**config.mk**
```make
export PLATFORM = sky130hd
export DESIGN_NAME = match_sequencer
export DESIGN_NICKNAME = d
export VERILOG_FILES = /design/src/rtl/match_sequencer.sv
export SDC_FILE = /design/constraint.sdc
export NUM_CORES = 1
export LEC_CHECK = 0
export CAP_MARGIN = 10
export CORE_ASPECT_RATIO = 0.9
export CORE_MARGIN = 1.5
export CORE_UTILIZATION = 47
export CTS_CLUSTER_DIAMETER = 80
export CTS_CLUSTER_SIZE = 16
export DETAILED_ROUTE_END_ITERATION = 10
export PLACE_DENSITY_LB_ADDON = 0.05
export SLEW_MARGIN = 0
export SYNTH_ARGS = -nofsm -noshare
export SYNTH_HDL_FRONTEND = slang
export SYNTH_SLANG_ARGS = --single-unit
```
**constraint.sdc**
```tcl
create_clock -name clk -period 1.7 [get_ports clk]
set_input_delay 0.255 -clock clk [delete_from_list [all_inputs] [get_ports clk]]
set_output_delay 0.255 -clock clk [all_outputs]
set_load 0.1 [all_outputs]
```
**src/rtl/match_sequencer.sv**
```systemverilog
// Match-level Pong sequencer: start, serve delay, rally, scoring and game over.
// Optional pause support is enabled with `define MATCH_SEQUENCER_PAUSE_EN.
module match_sequencer #(
  parameter int WIN_SCORE   = 5,
  parameter int SERVE_TICKS = 60,
  parameter int SCORE_W     = 4
) (
  input  logic               clk,
  input  logic               rst,
  input  logic               timing_tick,
  input  logic               start_btn,
  input  logic               miss_left,
  input  logic               miss_right,
`ifdef MATCH_SEQUENCER_PAUSE_EN
  input  logic               pause_btn,
`endif
  output logic               ball_run,
  output logic               ball_center,
  output logic               serve_right,
  output logic [SCORE_W-1:0] score_left,
  output logic [SCORE_W-1:0] score_right,
  output logic               game_over,
  output logic               winner_left,
  output logic [2:0]         state_o
);

  localparam int CNT_W = (SERVE_TICKS < 1) ? 1 : $clog2(SERVE_TICKS + 1);
  localparam logic [CNT_W-1:0]   SERVE_LOAD = CNT_W'(SERVE_TICKS);
  localparam logic [SCORE_W-1:0] WIN_VAL    = SCORE_W'(WIN_SCORE);

  localparam logic [2:0] S_IDLE  = 3'd0;
  localparam logic [2:0] S_SERVE = 3'd1;
  localparam logic [2:0] S_RALLY = 3'd2;
  localparam logic [2:0] S_POINT = 3'd3;
  localparam logic [2:0] S_OVER  = 3'd4;
  localparam logic [2:0] S_PAUSE = 3'd5;

  logic [2:0]         state_reg, state_next;
  logic [CNT_W-1:0]   cnt_reg, cnt_next;
  logic [SCORE_W-1:0] score_left_reg, score_left_next;
  logic [SCORE_W-1:0] score_right_reg, score_right_next;
  logic               serve_right_reg, serve_right_next;
  logic               game_over_reg, game_over_next;
  logic               winner_left_reg, winner_left_next;
  logic               ball_center_reg, ball_center_next;
  logic               ball_run_reg;
  logic               start_d_reg;
  logic               start_rise;
  logic               pause_rise;
  logic               win_reached;

  // Edge registers reset to 1 so a button held through reset is not seen as a press.
  assign start_rise  = start_btn & ~start_d_reg;
  assign win_reached = (score_left_reg == WIN_VAL) || (score_right_reg == WIN_VAL);

`ifdef MATCH_SEQUENCER_PAUSE_EN
  logic pause_d_reg;
  assign pause_rise = pause_btn & ~pause_d_reg;
  always_ff @(posedge clk) begin
    if (rst) pause_d_reg <= 1'b1;
    else     pause_d_reg <= pause_btn;
  end
`else
  assign pause_rise = 1'b0;
`endif

  always_ff @(posedge clk) begin
    if (rst) begin
      state_reg       <= S_IDLE;
      cnt_reg         <= '0;
      score_left_reg  <= '0;
      score_right_reg <= '0;
      serve_right_reg <= 1'b1;
      game_over_reg   <= 1'b0;
      winner_left_reg <= 1'b0;
      ball_center_reg <= 1'b0;
      ball_run_reg    <= 1'b0;
      start_d_reg     <= 1'b1;
    end else begin
      state_reg       <= state_next;
      cnt_reg         <= cnt_next;
      score_left_reg  <= score_left_next;
      score_right_reg <= score_right_next;
      serve_right_reg <= serve_right_next;
      game_over_reg   <= game_over_next;
      winner_left_reg <= winner_left_next;
      ball_center_reg <= ball_center_next;
      ball_run_reg    <= (state_next == S_RALLY);
      start_d_reg     <= start_btn;
    end
  end

  always_comb begin
    state_next = state_reg;
    case (state_reg)
      S_IDLE:  if (start_rise) state_next = S_SERVE;
      S_SERVE: if (timing_tick && cnt_reg == '0) state_next = S_RALLY;
      S_RALLY: begin
        if (pause_rise)                   state_next = S_PAUSE;
        else if (miss_left || miss_right) state_next = S_POINT;
      end
      S_POINT: state_next = win_reached ? S_OVER : S_SERVE;
      S_OVER:  if (start_rise) state_next = S_SERVE;
      S_PAUSE: if (pause_rise) state_next = S_RALLY;
      default: state_next = S_IDLE;
    endcase
  end

  always_comb begin
    cnt_next         = cnt_reg;
    score_left_next  = score_left_reg;
    score_right_next = score_right_reg;
    serve_right_next = serve_right_reg;
    game_over_next   = game_over_reg;
    winner_left_next = winner_left_reg;
    ball_center_next = 1'b0;
    case (state_reg)
      S_IDLE: begin
        if (start_rise) begin
          cnt_next         = SERVE_LOAD;
          ball_center_next = 1'b1;
        end
      end
      S_SERVE: begin
        if (timing_tick && cnt_reg != '0) cnt_next = cnt_reg - 1'b1;
      end
      S_RALLY: begin
        // miss_left has priority when both sides report a miss together.
        if (!pause_rise && miss_left) begin
          if (score_right_reg < WIN_VAL) score_right_next = score_right_reg + 1'b1;
          serve_right_next = 1'b0;
        end else if (!pause_rise && miss_right) begin
          if (score_left_reg < WIN_VAL) score_left_next = score_left_reg + 1'b1;
          serve_right_next = 1'b1;
        end
      end
      S_POINT: begin
        if (win_reached) begin
          game_over_next   = 1'b1;
          winner_left_next = (score_left_reg == WIN_VAL);
        end else begin
          cnt_next         = SERVE_LOAD;
          ball_center_next = 1'b1;
        end
      end
      S_OVER: begin
        if (start_rise) begin
          score_left_next  = '0;
          score_right_next = '0;
          game_over_next   = 1'b0;
          serve_right_next = 1'b1;
          cnt_next         = SERVE_LOAD;
          ball_center_next = 1'b1;
        end
      end
      default: ;
    endcase
  end

  assign ball_run    = ball_run_reg;
  assign ball_center = ball_center_reg;
  assign serve_right = serve_right_reg;
  assign score_left  = score_left_reg;
  assign score_right = score_right_reg;
  assign game_over   = game_over_reg;
  assign winner_left = winner_left_reg;
  assign state_o     = state_reg;

endmodule
```
# After elaboration in Yosys (flattened, before gate mapping)
# Cells that the tools add are included.
# word_totals
word_cells	80
inputBits	6
register_bits	23
out_inout_bits	16
# classes
reduce_logical	17
bitwise	2
muxes	27
order_cmp	2
n_eq_ne	19
add_sub_neg	3
# ops
cell	n
4-bit 2-to-1 mux	6
6-bit 2-to-1 mux	3
2-bit inequality test, second input constant	9
6-bit one-hot mux with 3 select lines	1
4-bit one-hot mux with 2 select lines	2
3-bit one-hot mux with 5 select lines	1
3-bit 2-to-1 mux	4
3-bit by 2-bit equality test with 1-bit output, second input constant	3
4-bit by 1-bit adder with 4-bit output, second input constant	2
4-bit by 3-bit equality test with 1-bit output, second input constant	2
4-bit by 3-bit < comparator with 1-bit output, second input constant	2
4-bit AND reduction	2
1-bit 2-to-1 mux	7
3-bit equality test, second input constant	2
6-bit zero test	1
1-bit one-hot mux with 2 select lines	3
3-bit AND reduction	2
6-bit nonzero test	1
6-bit by 1-bit subtractor with 6-bit output, second input constant	1
5-bit AND reduction	1
2-bit nonzero test	2
3-bit by 1-bit equality test with 1-bit output, second input constant	1
3-bit zero test	1
3-bit inequality test, second input constant	1
8 further kinds	10

# Longest topological paths before layout
# depth
ltp_word	5
depth_mapped	6
ltp_nobuf	6

# Worst setup path before layout
# OpenSTA, ideal clock, no wires.
# synth_timing
path_type	register -> register
from	register score_left_reg[1] (netlist: score_left[1])
to	register cnt_reg[0]
stages_incl_launch_ff	7
required_ns	1.583
setup_time_ns	0.117
period_less_slack_ns	2.260
arrival_time_ns	2.143
slack_ns	-0.560
path_buffers	0
cell_sequence	dfxtp_1 > inv_1 > ha_1 > and3b_1 > o32ai_4 > nor2_1 > a22o_1
# synth_between
elab_chain_cells	4
# synth_lines
element	line_no	rtl
from (decl)	40	logic [SCORE_W-1:0] score_left_reg, score_left_next;
from (signal assigned)	82	score_left_reg <= score_left_next;
4-bit by 3-bit equality test with 1-bit output	54	assign win_reached = (score_left_reg == WIN_VAL) || (score_right_reg == WIN_VAL);
1-bit logical OR	54	
2-bit inequality test (no source line)	-	
4-bit AND reduction (no source line)	-	
to (signal assigned)	81	cnt_reg <= cnt_next;
to (decl)	39	logic [CNT_W-1:0] cnt_reg, cnt_next;
# No other way between the ends.
# A chain may end at the register's enable or synchronous reset.

# Final worst setup path
# layout_timing
from	register score_right_reg[1] (netlist: score_right[1])
to	register cnt_reg[0]
# layout_between
elab_chain_cells	4
# layout_lines
element	line_no	rtl
from (decl)	41	logic [SCORE_W-1:0] score_right_reg, score_right_next;
from (signal assigned)	83	score_right_reg <= score_right_next;
4-bit by 3-bit equality test with 1-bit output	54	
1-bit logical OR	54	
2-bit inequality test (no source line)	-	
4-bit AND reduction (no source line)	-	
# No other way between the ends.

==> key figures <==
Setup path
  • Delay of the slowest cell on the worst path: between 0.4 and 0.5 ns
  • Number of buffers and inverters on the critical path: 1
  • Top fanout value on the critical path: 6
  • Arrival time at the worst endpoint: 1.89 ns
  • Crit-path leading delay family: compound AO/OA/AOI/OAI gates
  • Startpoint Class: flip-flop
  • Critical path's slowest cell: sky130_fd_sc_hd__o32ai_4
  • Critical Path Sink Type: flip-flop
  • Required @ worst endpoint: approximately 1.9 ns
  • Kind of critical path: flip-flop to flip-flop
  • Cell-by-cell trace of the critical path: inv_1 -> ha_1 -> and3b_2 -> o32ai_4 -> nor2_2 -> a22o_1

Clocking
  • Clock tree from TritonCTS: built
  • Count of clock tree sinks: 23
  • Inserted Clock Buffers: 3
  • CTS H-tree lvls: 1
  • Clock tree buffer depth: 2
  • Hold buffers post-CTS: 0
  • Root buf cell: sky130_fd_sc_hd__clkbuf_4
  • Clk Latency, worst-skew pair: 0.32 ns
  • Clock transition time at the flip-flop clock pins of the worst setup and hold paths: 0.13 ns

Drt
  • Total iterations of the first detailed-routing run: 4
  • Post-detailed-route via-to-cell ratio: around 5.7
  • Total vias in the final route: 1167
  • DRC Markers: 0
  • Mean routed wirelength per cell: about 15 um
  • Total wire length after detailed routing: around 3 mm
  • Detailed router's first-iteration violation count: 64
  • Final antenna-violating net count: 0

Synth
  • Cells after Synth: 145
  • Basic-gate share of the synthesized area counting and, or, nand and nor cells: a little under a third
  • Mapped Nets: approximately 160
  • Xor-xnor portion of the synthesized cell area: less than 1%
  • Yosys cell types: 50
  • Cell area after technology mapping: around 1300 sq um
  • Combinational family with the most area after synthesis: simple AND/OR/NAND/NOR gates
  • Yosys Warn Count: 0
  • Proportion of synthesized chip area in sequential cells: between 30% and 40%
  • Biggest area contributors in the synthesized netlist: sky130_fd_sc_hd__dfxtp_1, sky130_fd_sc_hd__ha_1, sky130_fd_sc_hd__a21oi_1, sky130_fd_sc_hd__nor2_1, sky130_fd_sc_hd__nor3_1
  • Async S/R FF share, synth: 0%
  • Number of storage elements in the synthesis netlist: 23
  • Yosys top cell by area: sky130_fd_sc_hd__dfxtp_1
  • Area share of the leading cell type in the synthesized netlist: 35.15%
  • Adder and majority cell fraction of the synthesized area: 6.686%
  • Area fraction in compound gates after synthesis: 19.01%
  • Number of enable-type register cells in the synthesized netlist: 0
  • Top_reg_cell synth: sky130_fd_sc_hd__dfxtp_1
  • Multiplexer share of the synthesized area: 0%
  • Mean instance size in the synthesized netlist: roughly 9 sq um

Cells and area
  • Layout cell share with drive strength beyond 1: 38.07%
  • Largest register FFs: 6
  • Synth-to-Final Area Change: 42.98%
  • Non-filler cells, final: about 200
  • Fraction of the core area covered by cells at the end of the flow: 73.38%
  • N_diodes: 0
  • Final net count: 190

STA
  • Maximum achievable frequency: ~0.6 GHz
  • # setup viols final: 0
  • Final worst-path cycle share: a little over nine tenths
  • Max-slew violation total from the final report: 0
  • Hold violation total from the final report: 0
  • Min Hold Slack: between 0.5 and 0.6 ns
  • Aggregate negative setup slack: 0 ns
  • Worst rel slew slack: 69.67%
  • Setup repair after global routing missed its margin: yes
  • Clock period minus final worst setup slack: between 1.5 and 2 ns
  • Transition time at the pin with the least slew margin: around 0.45 ns
  • Layout Skew: 0.001489 ns

Place
  • RD Place Congestion: 0.8729
  • Final HPWL DP: roughly 2.1 mm
  • Placed insts: roughly 190
  • Count of input and output buffers: 21

Floorplanning
  • Chip width: a little under 60 um
  • Standard cell core area: 2552 sq um
  • Overall die area: 3113 sq um
  • Cell row count: 17
  • Effective utilization at floorplan: 51.32%
  • Die Height: about 53 um
  • Io pins: 22

Pwr
  • Total power per unit cell area: 558.9 nW/um^2
  • Worst ir drop on vdd: between 0.0003 and 0.0004 V
  • Leakage power summed over all cells: 0.0007088 uW

GRT
  • Vias in the first global route: 1061
  • Wire length of the first global-routing pass: 4.850 mm
  • Initial antenna violation count: 0
  • All-Layer GR Usage: approximately a fifth
  • Maximum number of pins on one net before global-route repair: 15
  • GRT overflow: 0

Run status
  • Status: finished, final reports clean

Job
  • Number of max-capacitance violations reported: 0

Hold path
  • Type of the most critical hold path: flip-flop to flip-flop
-- kinds of logic after synthesis --
kind of cell | after synthesis
buf+inv | 18
simple gates | 65
fa+ha+maj | 7
xor+xnor | 1
flops | 23
compound gates | 31
-- timing repair --
item | in CTS | in global routing
buffers inserted | 0 | 6
pin swaps | 1 | 4
endpoints found under the setup margin | 1 | 5
gates resized for setup | 1 | 13
gates cloned | 0 | 0
-- cells in the mapped netlist (2+ instances only) --
| library cell | number |
|---|---|
| sky130_fd_sc_hd__dfxtp_1 | 23 |
| sky130_fd_sc_hd__nand4b_1 | 2 |
| sky130_fd_sc_hd__and4bb_2 | 2 |
| sky130_fd_sc_hd__o21ai_0 | 2 |
| sky130_fd_sc_hd__and3b_1 | 4 |
| sky130_fd_sc_hd__nand2_1 | 5 |
| sky130_fd_sc_hd__o311ai_0 | 3 |
| sky130_fd_sc_hd__nand3b_1 | 2 |
| sky130_fd_sc_hd__nand2b_1 | 3 |
| sky130_fd_sc_hd__buf_4 | 2 |
| sky130_fd_sc_hd__ha_1 | 7 |
| sky130_fd_sc_hd__a41oi_1 | 2 |
| sky130_fd_sc_hd__a21oi_1 | 10 |
| sky130_fd_sc_hd__nor2b_1 | 2 |
| sky130_fd_sc_hd__nor3_1 | 9 |
| sky130_fd_sc_hd__and2_1 | 2 |
| sky130_fd_sc_hd__inv_1 | 11 |
| sky130_fd_sc_hd__nor2_1 | 13 |
| sky130_fd_sc_hd__nand4_1 | 2 |
| sky130_fd_sc_hd__buf_6 | 2 |
| sky130_fd_sc_hd__nand3_1 | 7 |
| sky130_fd_sc_hd__clkbuf_1 | 2 |
-- per-layer routing --
| metal | routed length, um | track usage, % |
|---|---|---|
| met5 | 0 | 0 |
| met4 | 17 | 6.061 |
| met3 | 118 | 4.401 |
| met2 | 1390 | 32.40 |
| met1 | 1478 | 28.42 |
-- area by class of cell --
class	count	area [sq um]
clock buffer	3	22.52
clock inverter	1	5.005
fill	183	679.4
inverter	11	41.29
multi-input combinational	104	808.3
sequential	23	493.0
tap	28	35.03
timing repair buffer	34	467.9
-- layout by cell type (no fill, tap or decap), types with 6 or more instances in the layout --
cell type                 netlist  routed
sky130_fd_sc_hd__dfxtp_1       23      11
sky130_fd_sc_hd__dfxtp_4        0       7
sky130_fd_sc_hd__nand3_1        7       7
sky130_fd_sc_hd__ha_1           7       6
sky130_fd_sc_hd__inv_1         11       9
sky130_fd_sc_hd__nor3_1         9       6
sky130_fd_sc_hd__nor2_1        13      12
sky130_fd_sc_hd__buf_4          2      13
sky130_fd_sc_hd__buf_12         0      16
sky130_fd_sc_hd__a21oi_1       10      10
-- where the power goes --
part / internal (uW) / switching [uW]
sequential: 546 / 27.6
clock: 88.2 / 179
combinational: 92.2 / 114
total: 727 / 320
-- tightest hold or removal path: cells and delay by family, from the launching register on --
family,cells,cell delay [ns]
AO/OA/AOI/OAI,1,0.05
flip-flops,1,0.36
AND/OR/NAND/NOR,1,0.06
-- stage by stage --
stage / area (sq um) / power, uW / setup slack (ns)
floorplan: 1341 / 707.2 / -0.01123
global placement: 1749 / 767.4 / -0.07415
detailed placement: 1749 / 770.3 / -0.08847
CTS: 1783 / 1037 / 0.02561
global route: 1873 / 1089 / -0.04678
finish: 1873 / 1047 / 0.03594
-- path summary, 6_finish.rpt --
path                                      from  depth (start not counted)  slack (ns)    endpoint
worst max-delay path            score_right[1]                          6        0.04  cnt_reg[0]
worst min-delay path                 game_over                          2        0.51   game_over
worst max register to register  score_right[1]                          6        0.04  cnt_reg[0]
worst min register to register       game_over                          2        0.51   game_over
No activity file was read; power rests on OpenSTA's default activity.
